--- src/rtl/qpg_pkg.sv ---
// qpg_pkg: shared constants for the programmable quadrant pattern generator.
// Register address map, reset defaults and quadrant index constants.
package qpg_pkg;

    // Register address map seen by the PicoBlaze write port
    localparam logic [3:0] QPG_A_SPLITH_LO = 4'd0;
    localparam logic [3:0] QPG_A_SPLITH_HI = 4'd1;
    localparam logic [3:0] QPG_A_SPLITV_LO = 4'd2;
    localparam logic [3:0] QPG_A_SPLITV_HI = 4'd3;
    localparam logic [3:0] QPG_A_COL0      = 4'd4;
    localparam logic [3:0] QPG_A_COL1      = 4'd5;
    localparam logic [3:0] QPG_A_COL2      = 4'd6;
    localparam logic [3:0] QPG_A_COL3      = 4'd7;
    localparam logic [3:0] QPG_A_CTRL      = 4'd8;
    localparam logic [3:0] QPG_A_BLINK     = 4'd9;

    // Reset defaults, colours given as {B,G,R}
    localparam int         QPG_DEF_SPLIT_H = 304;
    localparam int         QPG_DEF_SPLIT_V = 256;
    localparam logic [7:0] QPG_DEF_COL0    = 8'b100;
    localparam logic [7:0] QPG_DEF_COL1    = 8'b110;
    localparam logic [7:0] QPG_DEF_COL2    = 8'b010;
    localparam logic [7:0] QPG_DEF_COL3    = 8'b011;

    // Quadrant index = {below split_v, right of split_h}
    localparam logic [1:0] QPG_Q0 = 2'd0;
    localparam logic [1:0] QPG_Q1 = 2'd1;
    localparam logic [1:0] QPG_Q2 = 2'd2;
    localparam logic [1:0] QPG_Q3 = 2'd3;

endpackage

--- src/rtl/qpg_regfile.sv ---
// qpg_regfile: shadow and active register banks for quad_pattern_gen.
// Writes land in the shadow bank; a commit arms update_pending and the
// whole shadow bank is copied to the active bank at the next frame boundary.
// Optional feature macro: QPG_BLINK_EN (adds the blink mask register).
module qpg_regfile
    import qpg_pkg::*;
#(
    parameter int H_BITS = 10,
    parameter int V_BITS = 10,
    parameter int RGB_W  = 3
) (
    input  logic                  clk,
    input  logic                  rst_n,
    input  logic                  wr_en,
    input  logic [3:0]            wr_addr,
    input  logic [7:0]            wr_data,
    input  logic                  boundary,
    output logic                  wr_ack,
    output logic                  update_pending,
    output logic [H_BITS-1:0]     split_h,
    output logic [V_BITS-1:0]     split_v,
    output logic [3:0][RGB_W-1:0] colour
`ifdef QPG_BLINK_EN
    ,
    output logic [3:0]            blink_mask
`endif
);

    logic [H_BITS-1:0]     split_h_sh;
    logic [V_BITS-1:0]     split_v_sh;
    logic [3:0][RGB_W-1:0] colour_sh;
`ifdef QPG_BLINK_EN
    logic [3:0]            blink_mask_sh;
`endif

    logic commit;
    logic transfer;

    assign commit   = wr_en && (wr_addr == QPG_A_CTRL) && wr_data[0];
    assign transfer = boundary && update_pending;

    // Shadow bank: byte writes; hi-byte bits beyond the split width fall off in the cast
    always_ff @(posedge clk or negedge rst_n) begin
        if (!rst_n) begin
            split_h_sh        <= H_BITS'(QPG_DEF_SPLIT_H);
            split_v_sh        <= V_BITS'(QPG_DEF_SPLIT_V);
            colour_sh[QPG_Q0] <= RGB_W'(QPG_DEF_COL0);
            colour_sh[QPG_Q1] <= RGB_W'(QPG_DEF_COL1);
            colour_sh[QPG_Q2] <= RGB_W'(QPG_DEF_COL2);
            colour_sh[QPG_Q3] <= RGB_W'(QPG_DEF_COL3);
`ifdef QPG_BLINK_EN
            blink_mask_sh     <= 4'd0;
`endif
        end else if (wr_en) begin
            case (wr_addr)
                QPG_A_SPLITH_LO: split_h_sh <= H_BITS'({8'(split_h_sh >> 8), wr_data});
                QPG_A_SPLITH_HI: split_h_sh <= H_BITS'({wr_data, 8'(split_h_sh)});
                QPG_A_SPLITV_LO: split_v_sh <= V_BITS'({8'(split_v_sh >> 8), wr_data});
                QPG_A_SPLITV_HI: split_v_sh <= V_BITS'({wr_data, 8'(split_v_sh)});
                QPG_A_COL0, QPG_A_COL1, QPG_A_COL2, QPG_A_COL3:
                    colour_sh[wr_addr[1:0]] <= wr_data[RGB_W-1:0];
`ifdef QPG_BLINK_EN
                QPG_A_BLINK:     blink_mask_sh <= wr_data[3:0];
`endif
                default: ;
            endcase
        end
    end

    // Active bank: whole-bank copy at a frame boundary while a commit is pending
    always_ff @(posedge clk or negedge rst_n) begin
        if (!rst_n) begin
            split_h        <= H_BITS'(QPG_DEF_SPLIT_H);
            split_v        <= V_BITS'(QPG_DEF_SPLIT_V);
            colour[QPG_Q0] <= RGB_W'(QPG_DEF_COL0);
            colour[QPG_Q1] <= RGB_W'(QPG_DEF_COL1);
            colour[QPG_Q2] <= RGB_W'(QPG_DEF_COL2);
            colour[QPG_Q3] <= RGB_W'(QPG_DEF_COL3);
`ifdef QPG_BLINK_EN
            blink_mask     <= 4'd0;
`endif
        end else if (transfer) begin
            split_h        <= split_h_sh;
            split_v        <= split_v_sh;
            colour         <= colour_sh;
`ifdef QPG_BLINK_EN
            blink_mask     <= blink_mask_sh;
`endif
        end
    end

    // Pending flag: a commit wins over the clear, so a commit on the boundary waits a frame
    always_ff @(posedge clk or negedge rst_n) begin
        if (!rst_n) begin
            update_pending <= 1'b0;
        end else if (commit) begin
            update_pending <= 1'b1;
        end else if (transfer) begin
            update_pending <= 1'b0;
        end
    end

    // Write acknowledge: every strobe answered one cycle later regardless of address
    always_ff @(posedge clk or negedge rst_n) begin
        if (!rst_n) begin
            wr_ack <= 1'b0;
        end else begin
            wr_ack <= wr_en;
        end
    end

endmodule

--- src/rtl/quad_pattern_gen.sv ---
// quad_pattern_gen: programmable 2x2 quadrant colour generator for the VGA path.
// Selects one of four colours from the active split points and registers the
// pixel with one cycle of latency.
// Optional feature macro: QPG_BLINK_EN (frame-counter driven quadrant blinking).
module quad_pattern_gen
    import qpg_pkg::*;
#(
    parameter int H_BITS    = 10,
    parameter int V_BITS    = 10,
    parameter int RGB_W     = 3,
    parameter int V_ACTIVE  = 480,
    parameter int BLINK_DIV = 5
) (
    input  logic              clk,
    input  logic              rst_n,
    input  logic [H_BITS-1:0] hcount,
    input  logic [V_BITS-1:0] vcount,
    input  logic              video_on,
    input  logic              wr_en,
    input  logic [3:0]        wr_addr,
    input  logic [7:0]        wr_data,
    output logic              wr_ack,
    output logic              update_pending,
    output logic [RGB_W-1:0]  rgb_out
);

    logic                  boundary;
    logic [H_BITS-1:0]     split_h;
    logic [V_BITS-1:0]     split_v;
    logic [3:0][RGB_W-1:0] colour;
    logic [1:0]            quad;
    logic [RGB_W-1:0]      pixel;

    assign boundary = (vcount == V_BITS'(V_ACTIVE)) && (hcount == '0);

`ifdef QPG_BLINK_EN
    logic [3:0]           blink_mask;
    logic [BLINK_DIV:0]   frame_cnt;
    logic                 blink_phase;

    assign blink_phase = frame_cnt[BLINK_DIV];

    // Frame counter advances once per frame boundary; its MSB is the blink phase
    always_ff @(posedge clk or negedge rst_n) begin
        if (!rst_n) begin
            frame_cnt <= '0;
        end else if (boundary) begin
            frame_cnt <= frame_cnt + 1'b1;
        end
    end
`endif

    qpg_regfile #(
        .H_BITS (H_BITS),
        .V_BITS (V_BITS),
        .RGB_W  (RGB_W)
    ) u_regfile (
        .clk            (clk),
        .rst_n          (rst_n),
        .wr_en          (wr_en),
        .wr_addr        (wr_addr),
        .wr_data        (wr_data),
        .boundary       (boundary),
        .wr_ack         (wr_ack),
        .update_pending (update_pending),
        .split_h        (split_h),
        .split_v        (split_v),
        .colour         (colour)
`ifdef QPG_BLINK_EN
        ,
        .blink_mask     (blink_mask)
`endif
    );

    // Quadrant pick: splits belong to the low side, so "beyond" means strictly greater
    always_comb begin
        quad  = {vcount > split_v, hcount > split_h};
        pixel = colour[quad];
`ifdef QPG_BLINK_EN
        if (blink_phase && blink_mask[quad]) begin
            pixel = '0;
        end
`endif
    end

    // Output register: blanked outside active video
    always_ff @(posedge clk or negedge rst_n) begin
        if (!rst_n) begin
            rgb_out <= '0;
        end else begin
            rgb_out <= video_on ? pixel : '0;
        end
    end

endmodule

--- config.mk ---
export PLATFORM = sky130hd
export DESIGN_NAME = quad_pattern_gen
export DESIGN_NICKNAME = d
export VERILOG_FILES = /design/src/rtl/qpg_pkg.sv /design/src/rtl/qpg_regfile.sv /design/src/rtl/quad_pattern_gen.sv
export SDC_FILE = /design/constraint.sdc
export NUM_CORES = 1
export LEC_CHECK = 0
export ABC_AREA = 1
export CELL_PAD_IN_SITES_DETAIL_PLACEMENT = 0
export CELL_PAD_IN_SITES_GLOBAL_PLACEMENT = 1
export CORE_ASPECT_RATIO = 0.7
export CORE_MARGIN = 2
export CORE_UTILIZATION = 38
export CTS_CLUSTER_SIZE = 24
export DETAILED_ROUTE_END_ITERATION = 6
export HOLD_SLACK_MARGIN = 0.12
export PLACE_DENSITY_LB_ADDON = 0.1
export SYNTH_ARGS = -nofsm -noshare
export SYNTH_HDL_FRONTEND = slang
export SYNTH_SLANG_ARGS = --single-unit
export TNS_END_PERCENT = 10
--- constraint.sdc ---
create_clock -name clk -period 4.95 [get_ports clk]
set_input_delay 1.485 -clock clk [delete_from_list [all_inputs] [get_ports clk]]
set_output_delay 1.485 -clock clk [all_outputs]
set_load 0.05 [all_outputs]
==> metrics.txt, run 1 <==
number of library cell types mapped by synthesis=26; Initial Utilization=39.5%; RR Startpoint=u_regfile.split_h[8]$_DFFE_PN1P_; r2r worst-path depth=10; RSZ-0062 raised after global routing=false; most common cell after layout, fill and taps aside=nand2_1; cts repair resizes=0; most frequent cells in the layout=nand2_1, inv_1, dfrtp_1, clkdlybuf4s50_1, o21ai_2; worst slack at placement=approximately 1100 ps; final hold viol count=0; WL per Instance=roughly 13 um; largest net degree at the start of global routing=70; Hold WC Path Type=reg -> reg; r2r endpoint=rgb_out[2]$_DFF_PN0_; Worst Path Max Fanout=64; TNS Setup=0 ps; antenna violations before repair=0; Mapped Area=between 3000 and 4000 sq um; Clock Sinks=69; Worst-path clk slew=approximately 60 ps; final WL=7.78 mm; worst slew pin tran=882 ps; PortBufs=40; initial DRC count=178; post-DP HPWL=5.78 mm; post-route cell area=roughly 4400 sq um; Mapped Cells=413; met2 wire len=2.67 mm; critical path class=in -> reg; top cells by area, synth=dfrtp_1, dfstp_2, nand2_1, inv_1, o21ai_2; Arr. time, crit path=3640 ps; share of layout cells above drive strength 1=16.2%; Clock Latency Late Sink=330 ps; Max H-tree Level=3; vias in the first global route=about 2600; WHS Path Cells=2; Yosys top cell area share=34.0%; Synth Register Bits=69; postcts setup bufs=0; Yosys warnings=0; first-pass GRT wire length=13.2 mm; Slew headroom=between 40% and 50%; register area share after synthesis=48.5%; min cycle time layout=3450 ps; WHS Endpoint=u_regfile.split_h[5]$_DFFE_PN1P_; core region area=9140 sq um; Placer Congestion=approximately 0.78; Ports=41; Synth Net Count=469; met3 routed WL=between 400 and 500 um; # hold bufs at CTS=0; max-cap viol count=0; Tot GR Track Use=16.9%; R2R Setup Slk=2850 ps; final hold slack=476 ps; Die ar.=10300 sq um; period utilization=a little over two thirds; row cnt=29; Root Buffer=clkbuf_16; Layout Skew=3.53 ps; DRC Markers=0; Yosys top cell by area=dfrtp_1; met1 WL=4.60 mm; DRT Pass-1 Iters=4; maximum clock path buffer count=2; HP Start=u_regfile.split_h_sh[5]$_DFFE_PN1P_; setup violators final=0; nets=slightly above 500; Antenna Cells=0; vias per cell=4.51; final worst slack=1500 ps; Die Y=~86 um; Pwr Total=1570 uW; WP data required=slightly above 5000 ps; TritonCTS Buffers=9; Worst IR Drop VDD=0.190 mV; DR top layer=met4; status=completed; P per Cell Area=355 nW/um^2; Setup crit end kind=flip-flop; Overflow after GRT=0; cell leakage power=between 0.002 and 0.0025 uW; Startpoint Class=input pin; Avg Cell Area, Syn=approximately 8.7 sq um; FMAX=just under 0.3 GHz; CTS tree=yes; Die Width=roughly 120 um; via count=2644; placed cell area=4090 sq um; Syn-to-layout area delta=22.3%; Max Slew Vio Count=0; Routed Antenna Nets=0
[layer usage]
metal  vias up  GRT usage, %
met2        58          21.5
met3         6          5.78
li1       1390             -
met4         0          4.12
met5         -             0
met1      1190          27.0
[sequential cells by signal (all words and copies together) (netlist names)]
register / count
rgb_out: 3
u_regfile.colour: 12
u_regfile.colour_sh: 12
u_regfile.split_h: 10
u_regfile.split_h_sh: 10
u_regfile.split_v: 10
u_regfile.split_v_sh: 10
u_regfile.update_pending: 1
u_regfile.wr_ack: 1
[critical path, cell delays in order]
cell	delay [ps]
clkdlybuf4s50_1	440
or2_4	270
nor4_4	360
nand3_4	700
nand2_1	300
o21ai_2	70
[worst max-delay path by stage]
stage	startpoint	endpoint	slack (ps)	depth (start not counted)
2_1_floorplan	hcount[9]	rgb_out[0]$_DFF_PN0_	2230	9
6_report	hcount[4]	u_regfile.colour[1]$_DFFE_PN0P_	1500	6
5_1_grt	hcount[4]	u_regfile.colour[8]$_DFFE_PN0P_	1360	6
3_5_place_dp	hcount[4]	u_regfile.colour[8]$_DFFE_PN0P_	1140	6
3_3_place_gp	hcount[2]	u_regfile.split_v[4]$_DFFE_PN0P_	1200	6
4_1_cts	hcount[4]	u_regfile.colour[8]$_DFFE_PN0P_	1480	6
[cell usage after synthesis]
cell type,instances
nor4_2,1
a21o_1,1
nor3_1,1
inv_1,85
nand2_1,99
nand4_1,3
nand3_1,25
a21oi_1,8
dfstp_2,20
buf_6,6
o21ai_0,29
or2_1,1
nand3b_1,3
o31ai_1,3
or2_4,1
buf_2,1
o22ai_1,2
ha_1,20
dfrtp_1,49
nor4_4,2
clkinv_1,1
o21bai_1,1
o21ai_2,32
nand3_4,1
nor2_1,17
clkbuf_1,1
[kinds of logic (layout without fill, tap and decap cells)]
group / count (synthesis) / count (layout) / share of synthesized area, %
flops: 69 / 69 / 48.5
fa+ha+maj: 20 / 20 / 6.93
compound gates: 76 / 76 / 14.3
buf+inv: 94 / 143 / 11.1
simple gates: 154 / 154 / 19.2
[where the power goes]
part           internal [uW]  switching (uW)  total [uW]
sequential               637            28.5         666
combinational           75.9             132         208
clock                    453             239         692
total                   1170             400        1570
[layout make-up]
type	count	area, sq um
clock inverters	6	86.3
inverters	86	323
repair buffers	41	403
multi-input cells	250	1460
flip-flops and latches	69	1750
fillers	908	4730
well taps	124	155
clock buffers	10	239
[metrics by stage]
step,cells,utilization [%]
2_1_floorplan,413,-
3_3_place_gp,570,44.8
3_5_place_dp,570,44.8
4_1_cts,586,48.3
5_1_grt,586,48.3
6_report,586,48.3
Power figures use the tool's default switching activity.
==> run 2: changes to the inputs <==
Clock period 4.95 ns to 2.87 ns, I/O delays scaled along.
==> metrics.txt, run 2 (synthesized netlist as in run 1, its figures left out) <==
worst slack at placement=126 ps (was 1140 ps); # hold bufs at CTS=0 (unchanged); DRT Pass-1 Iters=4 (unchanged); Max H-tree Level=3 (unchanged); Startpoint Class=flip-flop (was input pin); Worst Path Max Fanout=3 (was 64); min cycle time layout=2450 ps; Die Width=121 um (unchanged); sequential group share of total power=43.9% (was 42.5%); DRC Markers=0 (unchanged); postcts setup bufs=0 (unchanged); vias per cell=4.53 (was 4.51); largest registers=u_regfile.colour: 12 flops, u_regfile.colour_sh: 12 flops (unchanged); Sw Pwr=688 uW (was 400 uW); Die ar.=10300 sq um (unchanged); Routed Antenna Nets=0 (unchanged); final core utilization=48.8% (was 48.3%); WP buf/inv=1 (unchanged); Initial Utilization=39.5% (unchanged); Combinational Power Share=13.8% (was 13.3%); Tot GR Track Use=17.3% (was 16.9%); Clock power frac=42.3% (was 44.2%); met1 WL=4.57 mm (was 4.60 mm); Slew headroom=63.0% (was 41.2%); Worst-path clk slew=60 ps (about the same); largest net degree at the start of global routing=65 (was 70); Layout Skew=9.12 ps (was 3.53 ps); TritonCTS Buffers=9 (unchanged); final hold viol count=0 (unchanged); antenna violations before repair=0 (unchanged); Sw Ratio=26.3% (was 25.5%); share of layout cells above drive strength 1=17.3% (was 16.2%); status=completed (unchanged); Storage cell area=1750 sq um (unchanged); WP data required=2010 ps (was 5140 ps); Antenna Cells=0 (unchanged); Hold WC Path Type=in -> async (was reg -> reg); final hold slack=476 ps (about the same); RSZ-0062 raised after global routing=false (unchanged); Multi-input gate area=1460 sq um (unchanged); worst slew pin tran=551 ps (was 882 ps); Syn-to-layout area delta=23.6% (was 22.3%); vias in the first global route=2662 (was 2590); Root Buffer=clkbuf_16 (unchanged); core region area=9140 sq um (unchanged); nets=519 (was 513); WL per Instance=13.4 um (was 13.3 um); Clock Latency Late Sink=330 ps (about the same); maximum clock path buffer count=2 (unchanged); Crit path max-delay family=buffers and inverters (was simple AND/OR/NAND/NOR gates); DR top layer=met4 (unchanged); final WL=7.96 mm (was 7.78 mm); Placer Congestion=0.766 (was 0.780); most frequent cells in the layout=nand2_1, inv_1, dfrtp_1, clkdlybuf4s50_1, o21ai_2 (unchanged); PortBufs=40 (unchanged); filler instances=904 (was 908); R2R Setup Slk=870 ps (was 2850 ps); Max Slew Vio Count=0 (unchanged); most common cell after layout, fill and taps aside=nand2_1 (unchanged); cell leakage power=0.00205 uW (was 0.00202 uW); Die Y=85.6 um (unchanged); period utilization=85.3%; FMAX=slightly above 0.4 GHz; met2 wire len=2.79 mm (was 2.67 mm); Worst path slowest cell=clkdlybuf4s50_1 (was nand3_4); via count=2681 (was 2644); critical path class=reg -> out (was in -> reg); max-cap viol count=0 (unchanged); P per Cell Area=586 nW/um^2 (was 355 nW/um^2); post-DP HPWL=6.02 mm (was 5.78 mm); cts repair resizes=0 (unchanged); Worst IR Drop VDD=0.270 mV (was 0.190 mV); crit-path cells=clkdlybuf4s50_1 (was clkdlybuf4s50_1, or2_4, nor4_4, nand3_4, nand2_1, o21ai_2); Overflow after GRT=0 (unchanged); initial DRC count=192 (was 178); final worst slack=423 ps (was 1500 ps); Ports=41 (unchanged); TNS Setup=0 ps (unchanged); CTS tree=yes (unchanged); Int Power=1930 uW (was 1170 uW); met3 routed WL=497 um (was 422 um); setup violators final=0 (unchanged); Setup crit end kind=primary output (was flip-flop); first-pass GRT wire length=13.5 mm (was 13.2 mm); Worst path max stage delay=830 ps (was 700 ps); Clock Sinks=69 (unchanged); Arr. time, crit path=1590 ps (was 3640 ps); row cnt=29 (unchanged)
==> run 2: cell count changes in the layout (fill, tap and decap cells not counted), sizes merged <==
cell,before,now
bufinv,2,1
clkinvlp,1,0
buf,2,8
clkinv,4,6
==> run 2: worst paths after layout <==
kind                       cells past startpoint                                  from                             endpoint
setup / recovery                               1  u_regfile.update_pending$_DFFE_PN0P_                       update_pending
hold / removal                                 1                                 rst_n  u_regfile.split_v_sh[3]$_DFFE_PN0P_
setup reg to reg                               9      u_regfile.split_h[8]$_DFFE_PN1P_                 rgb_out[2]$_DFF_PN0_
hold reg to reg                                2   u_regfile.split_h_sh[4]$_DFFE_PN1P_     u_regfile.split_h[4]$_DFFE_PN1P_
max in group asynchronous                      2                                 rst_n     u_regfile.split_v[8]$_DFFE_PN1P_
min in group clk                               2   u_regfile.split_h_sh[4]$_DFFE_PN1P_     u_regfile.split_h[4]$_DFFE_PN1P_
==> run 2: stage by stage <==
step / std cells / total power, uW / cell area (sq um)
6_report: 592 / 2620 / 4460
5_1_grt: 592 / 2760 / 4460
4_1_cts: 592 / 2660 / 4460
3_5_place_dp: 576 / 1530 / 4160
3_3_place_gp: 576 / 1520 / 4160
2_1_floorplan: 413 / 1360 / 3610
==> run 2: power by group through the flow <==
stage,combinational [uW],sequential [uW],clock [uW]
4_1_cts,367,1150,1140
6_report,361,1150,1110
2_1_floorplan,186,1170,0
3_3_place_gp,361,1160,0
3_5_place_dp,364,1170,0
5_1_grt,416,1160,1180
==> run 2: layout make-up <==
| cell class | instances | share of cell area, % |
|---|---|---|
| Timing Repair Buffer | 47 | 10.6 |
| Inverter | 86 | 7.23 |
| Sequential cell | 69 | 39.2 |
| Clock buffer | 10 | 5.35 |
| Multi-Input combinational cell | 250 | 32.7 |
| Tap cell | 124 | 3.48 |
| Clock inverter | 6 | 1.40 |
==> run 2: worst register-to-register path, cell delays in order, from the launching register on <==
cell and delay (ps):
dfstp_2 540, inv_1 50, ha_1 260, nand2_1 60
nor2_1 200, nand4_1 290, nand2_1 270, nand2_1 70
nand3_1 80, a21oi_1 70
==> run 2: per-layer routing <==
layer | global-route usage, % | vias up
met3 | 5.25 | 10
met4 | 5.29 | 0
met1 | 27.2 | 1212
met2 | 22.3 | 56
met5 | 0 | -
li1 | - | 1403
